**config.mk**
```make
export PLATFORM = sky130hd
export DESIGN_NAME = id_decode_flat
export DESIGN_NICKNAME = d
export VERILOG_FILES = /design/src/rtl/id_decode_if.sv /design/src/rtl/id_decode.sv /design/src/flat_wrapper.sv
export SDC_FILE = /design/constraint.sdc
export NUM_CORES = 1
export LEC_CHECK = 0
export ABC_AREA = 1
export CORE_MARGIN = 2
export CORE_UTILIZATION = 45
export DETAILED_ROUTE_END_ITERATION = 10
export PLACE_DENSITY = 0.79
export SKIP_CTS_REPAIR_TIMING = 1
export SLEW_MARGIN = 40
export SYNTH_ARGS = -nofsm -noshare
export SYNTH_HDL_FRONTEND = slang
export SYNTH_SLANG_ARGS = --single-unit
```
**constraint.sdc**
```tcl
create_clock -name clk -period 2.1 [get_ports clk]
set_input_delay 0.525 -clock clk [delete_from_list [all_inputs] [get_ports clk]]
set_output_delay 0.525 -clock clk [all_outputs]
set_load 0.05 [all_outputs]
```
**src/rtl/id_decode_if.sv**
```systemverilog
// id_decode_if: groups the decode-stage bus signals.
//   Fetch side  : id_valid/id_ready handshake, id_pc, id_instr.
//   Regfile side: rs1_addr/rs2_addr out, rs1_data/rs2_data in (same cycle).
//   Control     : flush.
//   Execute side: ex_valid/ex_ready handshake plus the decoded bundle.
// Handshake semantics (both sides): a transfer happens on a rising clock
// edge where valid && ready are both 1; a producer holding valid=1 keeps its
// payload stable until that transfer, and valid never depends on ready.
// modport slave  : the decode stage itself.
// modport master : the surrounding pipeline (fetch, regfile, execute).
interface id_decode_if;
  logic        id_valid;
  logic        id_ready;
  logic [31:0] id_pc;
  logic [31:0] id_instr;
  logic [4:0]  rs1_addr;
  logic [4:0]  rs2_addr;
  logic [31:0] rs1_data;
  logic [31:0] rs2_data;
  logic        flush;
  logic        ex_valid;
  logic        ex_ready;
  logic [31:0] ex_a;
  logic [31:0] ex_b;
  logic [3:0]  ex_op;
  logic        ex_br_inv;
  logic [31:0] ex_pc;
  logic [31:0] ex_imm;
  logic [31:0] ex_rs2_data;
  logic [4:0]  ex_rd;
  logic        ex_rd_we;
  logic        ex_is_load;
  logic        ex_is_store;
  logic        ex_is_branch;
  logic        ex_is_jal;
  logic        ex_is_jalr;
  logic        ex_illegal;

  modport slave (
    input  id_valid, id_pc, id_instr, rs1_data, rs2_data, flush, ex_ready,
    output id_ready, rs1_addr, rs2_addr, ex_valid, ex_a, ex_b, ex_op,
           ex_br_inv, ex_pc, ex_imm, ex_rs2_data, ex_rd, ex_rd_we,
           ex_is_load, ex_is_store, ex_is_branch, ex_is_jal, ex_is_jalr,
           ex_illegal
  );

  modport master (
    output id_valid, id_pc, id_instr, rs1_data, rs2_data, flush, ex_ready,
    input  id_ready, rs1_addr, rs2_addr, ex_valid, ex_a, ex_b, ex_op,
           ex_br_inv, ex_pc, ex_imm, ex_rs2_data, ex_rd, ex_rd_we,
           ex_is_load, ex_is_store, ex_is_branch, ex_is_jal, ex_is_jalr,
           ex_illegal
  );
endinterface

```
**src/rtl/id_decode.sv**
```systemverilog
// id_decode: RV32I decode stage with a single registered output bundle.
//   clk   : rising-edge clock
//   rst_n : asynchronous active-low reset, clears the output bundle
//   bus   : id_decode_if.slave (fetch handshake, regfile ports, flush,
//           execute handshake and decoded bundle)
// Detects load-use hazards against the bundle in the output register and
// inserts one bubble; flush kills the output bundle synchronously.
module id_decode (
  input  logic           clk,
  input  logic           rst_n,
  id_decode_if.slave     bus
);
  localparam logic [3:0] OP_ADD = 4'd0, OP_SUB = 4'd1, OP_MUL = 4'd2,
                         OP_AND = 4'd3, OP_OR  = 4'd4, OP_XOR = 4'd5,
                         OP_SHL = 4'd6, OP_SHR = 4'd7, OP_SLT = 4'd8,
                         OP_BEQ = 4'd11, OP_BLT = 4'd13;

  localparam logic [6:0] OPC_LUI = 7'b0110111, OPC_AUIPC = 7'b0010111,
                         OPC_JAL = 7'b1101111, OPC_JALR  = 7'b1100111,
                         OPC_BR  = 7'b1100011, OPC_LOAD  = 7'b0000011,
                         OPC_ST  = 7'b0100011, OPC_OPIMM = 7'b0010011,
                         OPC_OP  = 7'b0110011;

  logic [31:0] instr;
  logic [6:0]  opcode, funct7;
  logic [2:0]  funct3;
  logic [4:0]  rd;
  logic [31:0] imm_i, imm_s, imm_b, imm_u, imm_j, shamt_i, shamt_r;

  assign instr   = bus.id_instr;
  assign opcode  = instr[6:0];
  assign rd      = instr[11:7];
  assign funct3  = instr[14:12];
  assign funct7  = instr[31:25];
  assign imm_i   = {{20{instr[31]}}, instr[31:20]};
  assign imm_s   = {{20{instr[31]}}, instr[31:25], instr[11:7]};
  assign imm_b   = {{19{instr[31]}}, instr[31], instr[7], instr[30:25], instr[11:8], 1'b0};
  assign imm_u   = {instr[31:12], 12'b0};
  assign imm_j   = {{11{instr[31]}}, instr[31], instr[19:12], instr[20], instr[30:21], 1'b0};
  assign shamt_i = {27'b0, instr[24:20]};
  assign shamt_r = {27'b0, bus.rs2_data[4:0]};

  assign bus.rs1_addr = instr[19:15];
  assign bus.rs2_addr = instr[24:20];

  // Decoded bundle (combinational)
  logic [31:0] d_a, d_b, d_imm;
  logic [3:0]  d_op;
  logic        d_br_inv, d_wb, d_bias, d_illegal;
  logic        d_load, d_store, d_branch, d_jal, d_jalr;
  logic        use_rs1, use_rs2;
  logic [31:0] f_a, f_b;
  logic [3:0]  f_op;
  logic        f_br_inv, f_rd_we;

  always_comb begin
    d_a = bus.rs1_data;  d_b = bus.rs2_data;  d_imm = 32'b0;
    d_op = OP_ADD;  d_br_inv = 1'b0;  d_wb = 1'b0;  d_bias = 1'b0;
    d_illegal = 1'b0;  d_load = 1'b0;  d_store = 1'b0;  d_branch = 1'b0;
    d_jal = 1'b0;  d_jalr = 1'b0;  use_rs1 = 1'b0;  use_rs2 = 1'b0;
    case (opcode)
      OPC_OP: begin
        use_rs1 = 1'b1;  use_rs2 = 1'b1;  d_wb = 1'b1;
        case (funct7)
          7'b0000000: begin
            case (funct3)
              3'b000: d_op = OP_ADD;
              3'b001: begin d_op = OP_SHL; d_b = shamt_r; end
              3'b010: begin d_op = OP_SLT; d_bias = 1'b1; end
              3'b011: d_op = OP_SLT;
              3'b100: d_op = OP_XOR;
              3'b101: begin d_op = OP_SHR; d_b = shamt_r; end
              3'b110: d_op = OP_OR;
              default: d_op = OP_AND;
            endcase
          end
          7'b0100000: if (funct3 == 3'b000) d_op = OP_SUB; else d_illegal = 1'b1;
          7'b0000001: if (funct3 == 3'b000) d_op = OP_MUL; else d_illegal = 1'b1;
          default:    d_illegal = 1'b1;
        endcase
      end
      OPC_OPIMM: begin
        use_rs1 = 1'b1;  d_wb = 1'b1;  d_imm = imm_i;  d_b = imm_i;
        case (funct3)
          3'b000: d_op = OP_ADD;
          3'b001: begin d_op = OP_SHL; d_b = shamt_i; end
          3'b010: begin d_op = OP_SLT; d_bias = 1'b1; end
          3'b011: d_op = OP_SLT;
          3'b100: d_op = OP_XOR;
          // instr[30] distinguishes SRAI, which the ALU cannot execute
          3'b101: if (instr[30]) d_illegal = 1'b1;
                  else begin d_op = OP_SHR; d_b = shamt_i; end
          3'b110: d_op = OP_OR;
          default: d_op = OP_AND;
        endcase
      end
      OPC_LOAD: begin
        use_rs1 = 1'b1;  d_wb = 1'b1;  d_load = 1'b1;  d_imm = imm_i;  d_b = imm_i;
      end
      OPC_ST: begin
        use_rs1 = 1'b1;  use_rs2 = 1'b1;  d_store = 1'b1;  d_imm = imm_s;  d_b = imm_s;
      end
      OPC_BR: begin
        use_rs1 = 1'b1;  use_rs2 = 1'b1;  d_branch = 1'b1;  d_imm = imm_b;
        case (funct3)
          3'b000: d_op = OP_BEQ;
          3'b001: begin d_op = OP_BEQ; d_br_inv = 1'b1; end
          3'b100: begin d_op = OP_BLT; d_bias = 1'b1; end
          3'b101: begin d_op = OP_BLT; d_bias = 1'b1; d_br_inv = 1'b1; end
          3'b110: d_op = OP_BLT;
          3'b111: begin d_op = OP_BLT; d_br_inv = 1'b1; end
          default: d_illegal = 1'b1;
        endcase
      end
      OPC_LUI:   begin d_a = 32'b0;     d_b = imm_u;  d_imm = imm_u; d_wb = 1'b1; end
      OPC_AUIPC: begin d_a = bus.id_pc; d_b = imm_u;  d_imm = imm_u; d_wb = 1'b1; end
      // Link value pc+4 comes out of the ALU
      OPC_JAL:   begin d_a = bus.id_pc; d_b = 32'd4;  d_imm = imm_j; d_wb = 1'b1; d_jal = 1'b1; end
      OPC_JALR:  begin
        use_rs1 = 1'b1;  d_a = bus.id_pc;  d_b = 32'd4;  d_imm = imm_i;  d_wb = 1'b1;  d_jalr = 1'b1;
      end
      default: d_illegal = 1'b1;
    endcase
  end

  // Final bundle: illegal instructions issue as a harmless ADD without side
  // effects; signed compares are turned into unsigned by flipping bit 31.
  always_comb begin
    f_a = d_a;  f_b = d_b;  f_op = d_op;  f_br_inv = d_br_inv;
    f_rd_we = d_wb && (rd != 5'd0);
    if (d_illegal) begin
      f_op = OP_ADD;  f_br_inv = 1'b0;  f_rd_we = 1'b0;
    end else if (d_bias) begin
      f_a = {~d_a[31], d_a[30:0]};
      f_b = {~d_b[31], d_b[30:0]};
    end
  end

  // Output register
  logic        ex_valid_q;
  logic [31:0] ex_a_q, ex_b_q, ex_pc_q, ex_imm_q, ex_rs2_q;
  logic [3:0]  ex_op_q;
  logic [4:0]  ex_rd_q;
  logic        ex_br_inv_q, ex_rd_we_q, ex_load_q, ex_store_q, ex_branch_q;
  logic        ex_jal_q, ex_jalr_q, ex_illegal_q;
  logic        stall, accept;

  assign stall = ex_valid_q && ex_load_q && (ex_rd_q != 5'd0) && bus.id_valid &&
                 ((use_rs1 && bus.rs1_addr == ex_rd_q) || (use_rs2 && bus.rs2_addr == ex_rd_q));
  assign bus.id_ready = (!ex_valid_q || bus.ex_ready) && !stall && !bus.flush;
  assign accept = bus.id_valid && bus.id_ready;

  always_ff @(posedge clk or negedge rst_n) begin
    if (!rst_n) begin
      ex_valid_q <= 1'b0;  ex_a_q <= '0;  ex_b_q <= '0;  ex_pc_q <= '0;
      ex_imm_q <= '0;  ex_rs2_q <= '0;  ex_op_q <= '0;  ex_rd_q <= '0;
      ex_br_inv_q <= 1'b0;  ex_rd_we_q <= 1'b0;  ex_load_q <= 1'b0;
      ex_store_q <= 1'b0;  ex_branch_q <= 1'b0;  ex_jal_q <= 1'b0;
      ex_jalr_q <= 1'b0;  ex_illegal_q <= 1'b0;
    end else if (bus.flush) begin
      ex_valid_q <= 1'b0;
    end else if (accept) begin
      ex_valid_q   <= 1'b1;
      ex_a_q       <= f_a;
      ex_b_q       <= f_b;
      ex_pc_q      <= bus.id_pc;
      ex_imm_q     <= d_imm;
      ex_rs2_q     <= bus.rs2_data;
      ex_op_q      <= f_op;
      ex_rd_q      <= rd;
      ex_br_inv_q  <= f_br_inv;
      ex_rd_we_q   <= f_rd_we;
      ex_load_q    <= d_load   && !d_illegal;
      ex_store_q   <= d_store  && !d_illegal;
      ex_branch_q  <= d_branch && !d_illegal;
      ex_jal_q     <= d_jal    && !d_illegal;
      ex_jalr_q    <= d_jalr   && !d_illegal;
      ex_illegal_q <= d_illegal;
    end else if (bus.ex_ready) begin
      // Also produces the load-use bubble while stalled
      ex_valid_q <= 1'b0;
    end
  end

  assign bus.ex_valid     = ex_valid_q;
  assign bus.ex_a         = ex_a_q;
  assign bus.ex_b         = ex_b_q;
  assign bus.ex_op        = ex_op_q;
  assign bus.ex_br_inv    = ex_br_inv_q;
  assign bus.ex_pc        = ex_pc_q;
  assign bus.ex_imm       = ex_imm_q;
  assign bus.ex_rs2_data  = ex_rs2_q;
  assign bus.ex_rd        = ex_rd_q;
  assign bus.ex_rd_we     = ex_rd_we_q;
  assign bus.ex_is_load   = ex_load_q;
  assign bus.ex_is_store  = ex_store_q;
  assign bus.ex_is_branch = ex_branch_q;
  assign bus.ex_is_jal    = ex_jal_q;
  assign bus.ex_is_jalr   = ex_jalr_q;
  assign bus.ex_illegal   = ex_illegal_q;
endmodule

```
**src/flat_wrapper.sv**
```systemverilog
// flat-port wrapper written by rule: the top's interface ports become plain ports
module id_decode_flat 
  (clk, rst_n, bus_id_valid, bus_id_pc, bus_id_instr, bus_rs1_data, bus_rs2_data, bus_flush, bus_ex_ready, bus_id_ready, bus_rs1_addr, bus_rs2_addr, bus_ex_valid, bus_ex_a, bus_ex_b, bus_ex_op, bus_ex_br_inv, bus_ex_pc, bus_ex_imm, bus_ex_rs2_data, bus_ex_rd, bus_ex_rd_we, bus_ex_is_load, bus_ex_is_store, bus_ex_is_branch, bus_ex_is_jal, bus_ex_is_jalr, bus_ex_illegal);
  id_decode_if bus_i ();
  input  logic clk;
  input  logic rst_n;
  input wire logic [$bits(bus_i.id_valid)-1:0] bus_id_valid;
  input wire logic [$bits(bus_i.id_pc)-1:0] bus_id_pc;
  input wire logic [$bits(bus_i.id_instr)-1:0] bus_id_instr;
  input wire logic [$bits(bus_i.rs1_data)-1:0] bus_rs1_data;
  input wire logic [$bits(bus_i.rs2_data)-1:0] bus_rs2_data;
  input wire logic [$bits(bus_i.flush)-1:0] bus_flush;
  input wire logic [$bits(bus_i.ex_ready)-1:0] bus_ex_ready;
  output wire logic [$bits(bus_i.id_ready)-1:0] bus_id_ready;
  output wire logic [$bits(bus_i.rs1_addr)-1:0] bus_rs1_addr;
  output wire logic [$bits(bus_i.rs2_addr)-1:0] bus_rs2_addr;
  output wire logic [$bits(bus_i.ex_valid)-1:0] bus_ex_valid;
  output wire logic [$bits(bus_i.ex_a)-1:0] bus_ex_a;
  output wire logic [$bits(bus_i.ex_b)-1:0] bus_ex_b;
  output wire logic [$bits(bus_i.ex_op)-1:0] bus_ex_op;
  output wire logic [$bits(bus_i.ex_br_inv)-1:0] bus_ex_br_inv;
  output wire logic [$bits(bus_i.ex_pc)-1:0] bus_ex_pc;
  output wire logic [$bits(bus_i.ex_imm)-1:0] bus_ex_imm;
  output wire logic [$bits(bus_i.ex_rs2_data)-1:0] bus_ex_rs2_data;
  output wire logic [$bits(bus_i.ex_rd)-1:0] bus_ex_rd;
  output wire logic [$bits(bus_i.ex_rd_we)-1:0] bus_ex_rd_we;
  output wire logic [$bits(bus_i.ex_is_load)-1:0] bus_ex_is_load;
  output wire logic [$bits(bus_i.ex_is_store)-1:0] bus_ex_is_store;
  output wire logic [$bits(bus_i.ex_is_branch)-1:0] bus_ex_is_branch;
  output wire logic [$bits(bus_i.ex_is_jal)-1:0] bus_ex_is_jal;
  output wire logic [$bits(bus_i.ex_is_jalr)-1:0] bus_ex_is_jalr;
  output wire logic [$bits(bus_i.ex_illegal)-1:0] bus_ex_illegal;
  assign bus_i.id_valid = bus_id_valid;
  assign bus_i.id_pc = bus_id_pc;
  assign bus_i.id_instr = bus_id_instr;
  assign bus_i.rs1_data = bus_rs1_data;
  assign bus_i.rs2_data = bus_rs2_data;
  assign bus_i.flush = bus_flush;
  assign bus_i.ex_ready = bus_ex_ready;
  assign bus_id_ready = bus_i.id_ready;
  assign bus_rs1_addr = bus_i.rs1_addr;
  assign bus_rs2_addr = bus_i.rs2_addr;
  assign bus_ex_valid = bus_i.ex_valid;
  assign bus_ex_a = bus_i.ex_a;
  assign bus_ex_b = bus_i.ex_b;
  assign bus_ex_op = bus_i.ex_op;
  assign bus_ex_br_inv = bus_i.ex_br_inv;
  assign bus_ex_pc = bus_i.ex_pc;
  assign bus_ex_imm = bus_i.ex_imm;
  assign bus_ex_rs2_data = bus_i.ex_rs2_data;
  assign bus_ex_rd = bus_i.ex_rd;
  assign bus_ex_rd_we = bus_i.ex_rd_we;
  assign bus_ex_is_load = bus_i.ex_is_load;
  assign bus_ex_is_store = bus_i.ex_is_store;
  assign bus_ex_is_branch = bus_i.ex_is_branch;
  assign bus_ex_is_jal = bus_i.ex_is_jal;
  assign bus_ex_is_jalr = bus_i.ex_is_jalr;
  assign bus_ex_illegal = bus_i.ex_illegal;
  id_decode u_core (.clk(clk), .rst_n(rst_n), .bus(bus_i));
endmodule
```
=== Word level (Yosys, flattened, before mapping) ===
Index checks and enable logic that the tools add are counted.
W data, S select, Z words.

* Input bits: 133
* Logic and storage cells: 127
* Output and inout port bits: 189
* Register bits after elaboration: 178

* Reductions and logical operators: 43
* Bitwise gates (word level): 3
* Equality and inequality tests: 20
* Mux-type cells: 45

{| class="wikitable"
|+ Operators by type and width
! operator !! number
|-
| $mux W32 || 7
|-
| $pmux W32 S6 || 1
|-
| $pmux W32 S5 || 1
|-
| $pmux W32 S2 || 2
|-
| $pmux W4 S6 || 2
|-
| $eq A7 B6 Y1 const B || 4
|-
| $pmux W4 S3 || 2
|-
| $mux W1 || 23
|-
| $eq A7 B7 Y1 const B || 3
|-
| $reduce_or A6 Y1 || 3
|-
| $logic_and A1 B1 Y1 || 15
|-
| $eq A7 B5 Y1 const B || 2
|-
| $reduce_or A2 Y1 || 7
|-
| $eq A3 B3 Y1 const B || 4
|-
| $reduce_or A3 Y1 || 4
|-
| $eq A5 B5 Y1 || 2
|-
| $reduce_bool A5 Y1 || 2
|-
| $pmux W4 S2 || 1
|-
| $eq A7 B1 Y1 const B || 1
|-
| $eq A7 B2 Y1 const B || 1
|-
| $logic_not A7 Y1 || 1
|-
| $reduce_or A7 Y1 || 1
|-
| $eq A3 B2 Y1 const B || 2
|-
| $logic_not A1 Y1 || 4
|-
| other kinds (13) || 16
|}

=== Longest topological paths before layout ===
* Depth after elaboration: 12
* Mapped depth: 14
* Depth with buffers taken out: 12

=== Least setup slack after synthesis ===
No wires, ideal clock.

* Path kind: register to output
* From: register u_core.ex_rd_q[3] (netlist: u_core.bus.ex_rd[3])
* To: output port bus_id_ready
* Stages on the path, launching flop included: 9
* Data required time: 1575 ps
* Buffers on the path: 0
* Path slack: -47 ps
* Arrival: 1622 ps
* Cell sequence: dfrtp_1 > inv_1 > nand2_1 > o21ai_0 > nand3b_1 > a21oi_1 > nand2_2 > nand2_1 > inv_1

* Word-level cells in the longest chain between the ends: 7
* Elaborated cells between the ends (all ways): 12
* Those cells by class: eq/ne (2); reduce/logical (10)

{| class="wikitable"
|+ Ends and longest elaborated chain
! item !! line !! source
|-
| from (decl) || id_decode.sv:143 || <nowiki>logic [4:0] ex_rd_q;</nowiki>
|-
| from (signal assigned) || id_decode.sv:170 || <nowiki>ex_rd_q <= rd;</nowiki>
|-
| $eq A5 B5 Y1 / $reduce_bool A5 Y1 (equally long branches) || id_decode.sv:149, id_decode.sv:148 ||
|-
| $logic_and A1 B1 Y1 (on tied branches) || id_decode.sv:149, id_decode.sv:148 ||
|-
| $logic_or A1 B1 Y1 / $logic_and A1 B1 Y1 (equally long branches) || id_decode.sv:149, id_decode.sv:148 ||
|-
| $logic_and A1 B1 Y1 * || id_decode.sv:148 || <nowiki>assign stall = ex_valid_q && ex_load_q && (ex_rd_q != 5'd0) && bus.id_valid &&</nowiki>
|-
| $logic_not A1 Y1 * || id_decode.sv:150 || <nowiki>assign bus.id_ready = (!ex_valid_q || bus.ex_ready) && !stall && !bus.flush;</nowiki>
|-
| $logic_and A1 B1 Y1 * (2 in a row) || id_decode.sv:150 ||
|-
| to (decl) || flat_wrapper.sv:14 || <nowiki>output wire logic [$bits(bus_i.id_ready)-1:0] bus_id_ready;</nowiki>
|}

Every way passes the cells marked *; elsewhere a longest branch is shown, timed or not.

=== Worst setup path in the final report ===
* From: register u_core.ex_rd_q[2] (netlist: u_core.bus.ex_rd[2])
* To: output port bus_id_ready

The elaborated chain is that of the path after synthesis.

==> metrics.md <==
| Metric | Value |
|---|---|
| Status | `complete, but fails checks` |
| Failing checks | `setup timing` |
| Final WS setup | `-0.238 ns` |
| Fin. Hold Viols | `0` |
| Crit path max fanout | `5` |
| Core Rows | `50` |
| CTS tree | `done` |
| Leakage | `8.69 nW` |
| Synth Instances | `1153` |
| Crit path buf inv count | `3` |
| Sequential area share after synthesis | `51.0%` |
| Hold Crit Class | `input pin to async pin` |
| Synth Register Bits | `178` |
| Starting density of the core | `46.2%` |
| Cell count after placement | `1769` |
| Top cells by count, synth | `484 x nand2_1, 178 x dfrtp_1, 90 x o21ai_0, 88 x nand3_1, 78 x inv_1` |
| Syn_area_per_cell | `7.58 µm²` |
| Synth Cell Area | `8730 µm²` |
| CP Depth | `10` |
| Post-synth top area share | `51.0%` |
| Critical Path Source | `u_core.bus.ex_rd[2]` |
| Total power | `10.9 mW` |
| Final min period | `2.34 ns` |
| Clk network pwr share | `27.3%` |
| Die Wd | `143 µm` |
| P&R area growth vs syn | `59.3%` |
| Post-synth EDFFs | `0` |
| WS Path Type | `flop to output pin` |
| Vias/cell | `5.15` |
| Fmax | `428 MHz` |
| WP data required | `1.57 ns` |
| Switching Fraction | `38.3%` |
| Global route hottest layer | `met2` |
| CP endpoint | `bus_id_ready` |
| Placed cell areas | `12900 µm²` |
| CP most frequent cell | `nand2_2` |
| Combinational Power Share | `35.1%` |
| Switching power | `4.17 mW` |
| Power Density | `782 nW/µm²` |
| GPL Wtd Cong | `0.966` |
| Non-Filler Instances | `1804` |
| Routed via count | `9292` |
| Clk_lat worst skew | `0.43 ns` |
| MaxCap Viol Count | `0` |
| Avg WL per Cell | `17.1 µm` |
| Met1 Usage GRT | `38.2%` |
| CP max-delay cell | `dfrtp_2` |
| Slew HR | `62.6%` |
| Fill count | `1442` |
| I/O Pins | `322` |
| R2r startpoint | `u_core.bus.ex_rd[2]` |
| Setup crit start kind | `flop` |
| YS warnings | `0` |
| Cell taking the most area after synthesis | `dfrtp_1` |
| Worst-Margin Slew | `0.560 ns` |
| DRC viols | `0` |
| Die area | `20500 µm²` |
| Die Y-Extent | `143 µm` |
| CTS clock-pin slew for the worst setup and hold paths | `0.07 ns` |
| Via count of the first global-routing pass | `8804` |
| Synth cell types | `28` |
| Fin. max-slew vios | `0` |
| Setup Skew | `0.00853 ns` |
| Initial antenna violation count | `0` |
| Worst r2r path cells | `12` |
| Grt total ovfl | `0` |
| Met3 GRT Util | `7.26%` |
| Worst-path cell chain | `inv_4 > nand2_2 > nand2_2 > nor2_4 > nand3b_1 > a21oi_2 > nand2_2 > nand2_4 > inv_2 > buf_8` |
| Layout cells sized above 1 | `15.8%` |
| Drt initial violations | `736` |
| Post-route ant nets | `0` |
| WHS | `0.0477 ns` |
| Worst Path Arrival | `1.81 ns` |
| Total CTS buffers | `17` |
| Reg-to-reg critical path endpoint | `u_core.bus.ex_b[17]` |
| Post-detail-place hpwl | `22400 µm` |
| Met2 GRT Util | `46.2%` |
| Routed WL | `30800 µm` |
| VDD IR max | `0.000558 V` |
| CP Capture Type | `output pin` |
| First-pass GRT wire length | `46000 µm` |
| Leading cell type by number of instances after synthesis | `nand2_1` |
| Cell area after layout | `13900 µm²` |
| Core area | `18900 µm²` |
| Gr usage total | `28.8%` |
| Period utilization | `111%` |
| Syn_nets | `1286` |
| Post-synth ARST share | `100%` |
| PortBufs | `321` |
| Slowest Stage Delay on Critical Path | `0.47 ns` |
| CP top delay family | `simple AND/OR/NAND/NOR gates` |
| CTS Sinks | `178` |
| Largest net degree at the start of global routing | `69` |
| Root Driver | `clkbuf_16` |
| Main synth FF type | `dfrtp_1` |
| H-Tree Level Count | `4` |
| Reg-to-reg slack, setup | `0.11 ns` |
| Sequential Power Share | `37.7%` |
| RSZ-0062 raised after global routing | `true` |
| Clk buf depth | `2` |
| Final setup violation count | `1` |
| Top post-synthesis cells by area | `dfrtp_1 51%, nand2_1 21%, o21ai_0 5.2%, nand3_1 5.0%, inv_1 3.4%` |
| Power Internal | `6.71 mW` |
| Post-layout net count | `1664` |
| TritonRoute pass-1 iters | `8` |
-- sequential cells by signal (all words and copies together) (netlist names), 4 cells and up --
signal,flops
u_core.bus.ex_a,32
u_core.bus.ex_b,32
u_core.bus.ex_imm,32
u_core.bus.ex_op,4
u_core.bus.ex_pc,32
u_core.bus.ex_rd,5
u_core.bus.ex_rs2_data,32
-- worst min path at each step --
| stage | to | start | slack, ns | depth (start not counted) |
|---|---|---|---|---|
| 2_1_floorplan | u_core.bus.ex_a[0] | rst_n | 0.23 | 0 |
| 3_3_place_gp | u_core.bus.ex_rs2_data[19] | u_core.bus.ex_rs2_data[19] | 0.46 | 2 |
| 3_5_place_dp | u_core.bus.ex_b[13] | u_core.bus.ex_b[13] | 0.46 | 2 |
| 4_1_cts | u_core.bus.ex_rs2_data[11] | rst_n | 0.06 | 1 |
| 5_1_grt | u_core.bus.ex_rs2_data[19] | rst_n | 0.06 | 1 |
| 6_report | u_core.bus.ex_rs2_data[11] | rst_n | 0.05 | 1 |
-- metrics by stage --
step | setup WS [ns] | setup TNS (ns) | util, %
2_1_floorplan | 0.00495 | 0 | -
3_3_place_gp | -0.514 | -78.63 | 68.1
3_5_place_dp | -0.518 | -79.65 | 68.1
4_1_cts | -0.525 | -7.27 | 70.9
5_1_grt | -0.290 | -0.290 | 73.6
6_report | -0.238 | -0.238 | 73.7
-- worst reg2reg max path, cell delays in order (launching register included) --
cell and delay, ns:
dfrtp_2 0.47, inv_4 0.09, nand2_2 0.07, nand2_2 0.06, nor2_4 0.09, nand3b_1 0.10
a21oi_2 0.16, nand2_2 0.09, buf_4 0.15, nand3_4 0.14, buf_4 0.32, nand2_1 0.11
nand2_1 0.09
-- kinds of logic (layout without fill, tap and decap cells) --
| logic type | after synthesis | in the layout | synth area share (%) |
|---|---|---|---|
| compound gates | 158 | 158 | 9.33 |
| xor+xnor | 2 | 2 | 0.201 |
| buf+inv | 158 | 548 | 8.62 |
| flops | 178 | 178 | 51.0 |
| other cells | 0 | 1 | 0 |
| simple gates | 657 | 657 | 30.9 |
-- final cells by class --
type	instances	area, µm²	share of cell area (%)
diodes	1	2.50	0.0180
clock buffers	19	443	3.18
clock inverters	12	100	0.719
inverters	86	325	2.34
multi-input cells	817	3640	26.1
flip-flops and latches	178	4460	32.1
well taps	260	325	2.34
repair buffers	431	4620	33.2
-- power groups by stage --
| stage | clock network, mW | registers [mW] | logic, mW |
|---|---|---|---|
| global placement | 0 | 4.15 | 3.76 |
| CTS | 3.00 | 4.10 | 3.81 |
| detailed placement | 0 | 4.16 | 3.80 |
| floorplan | 0 | 5.63 | 0.733 |
| finish | 2.97 | 4.10 | 3.82 |
| global route | 3.16 | 4.14 | 4.01 |
-- cells in the final DEF, fill, tap and decap left out, drive strengths merged, types with 8 or more instances in the layout --
| cell | Yosys | routed |
|---|---|---|
| a21oi | 20 | 20 |
| buf | 56 | 166 |
| clkbuf | 16 | 20 |
| clkdlybuf4s50 | 0 | 114 |
| dfrtp | 178 | 178 |
| dlymetal6s2s | 0 | 150 |
| inv | 85 | 89 |
| nand2 | 486 | 486 |
| nand3 | 90 | 90 |
| nand3b | 13 | 13 |
| nand4 | 8 | 8 |
| nor2 | 54 | 54 |
| o21ai | 128 | 128 |
-- metal layers --
layer | wire length (µm) | share of wire (%) | up-vias
met2 | 14700 | 48 | 391
li1 | - | - | 4402
met4 | 882 | 2.9 | 0
met5 | 0 | 0 | -
met3 | 2330 | 7.6 | 62
met1 | 12900 | 42 | 4437
No activity file was read; power rests on OpenSTA's default activity.
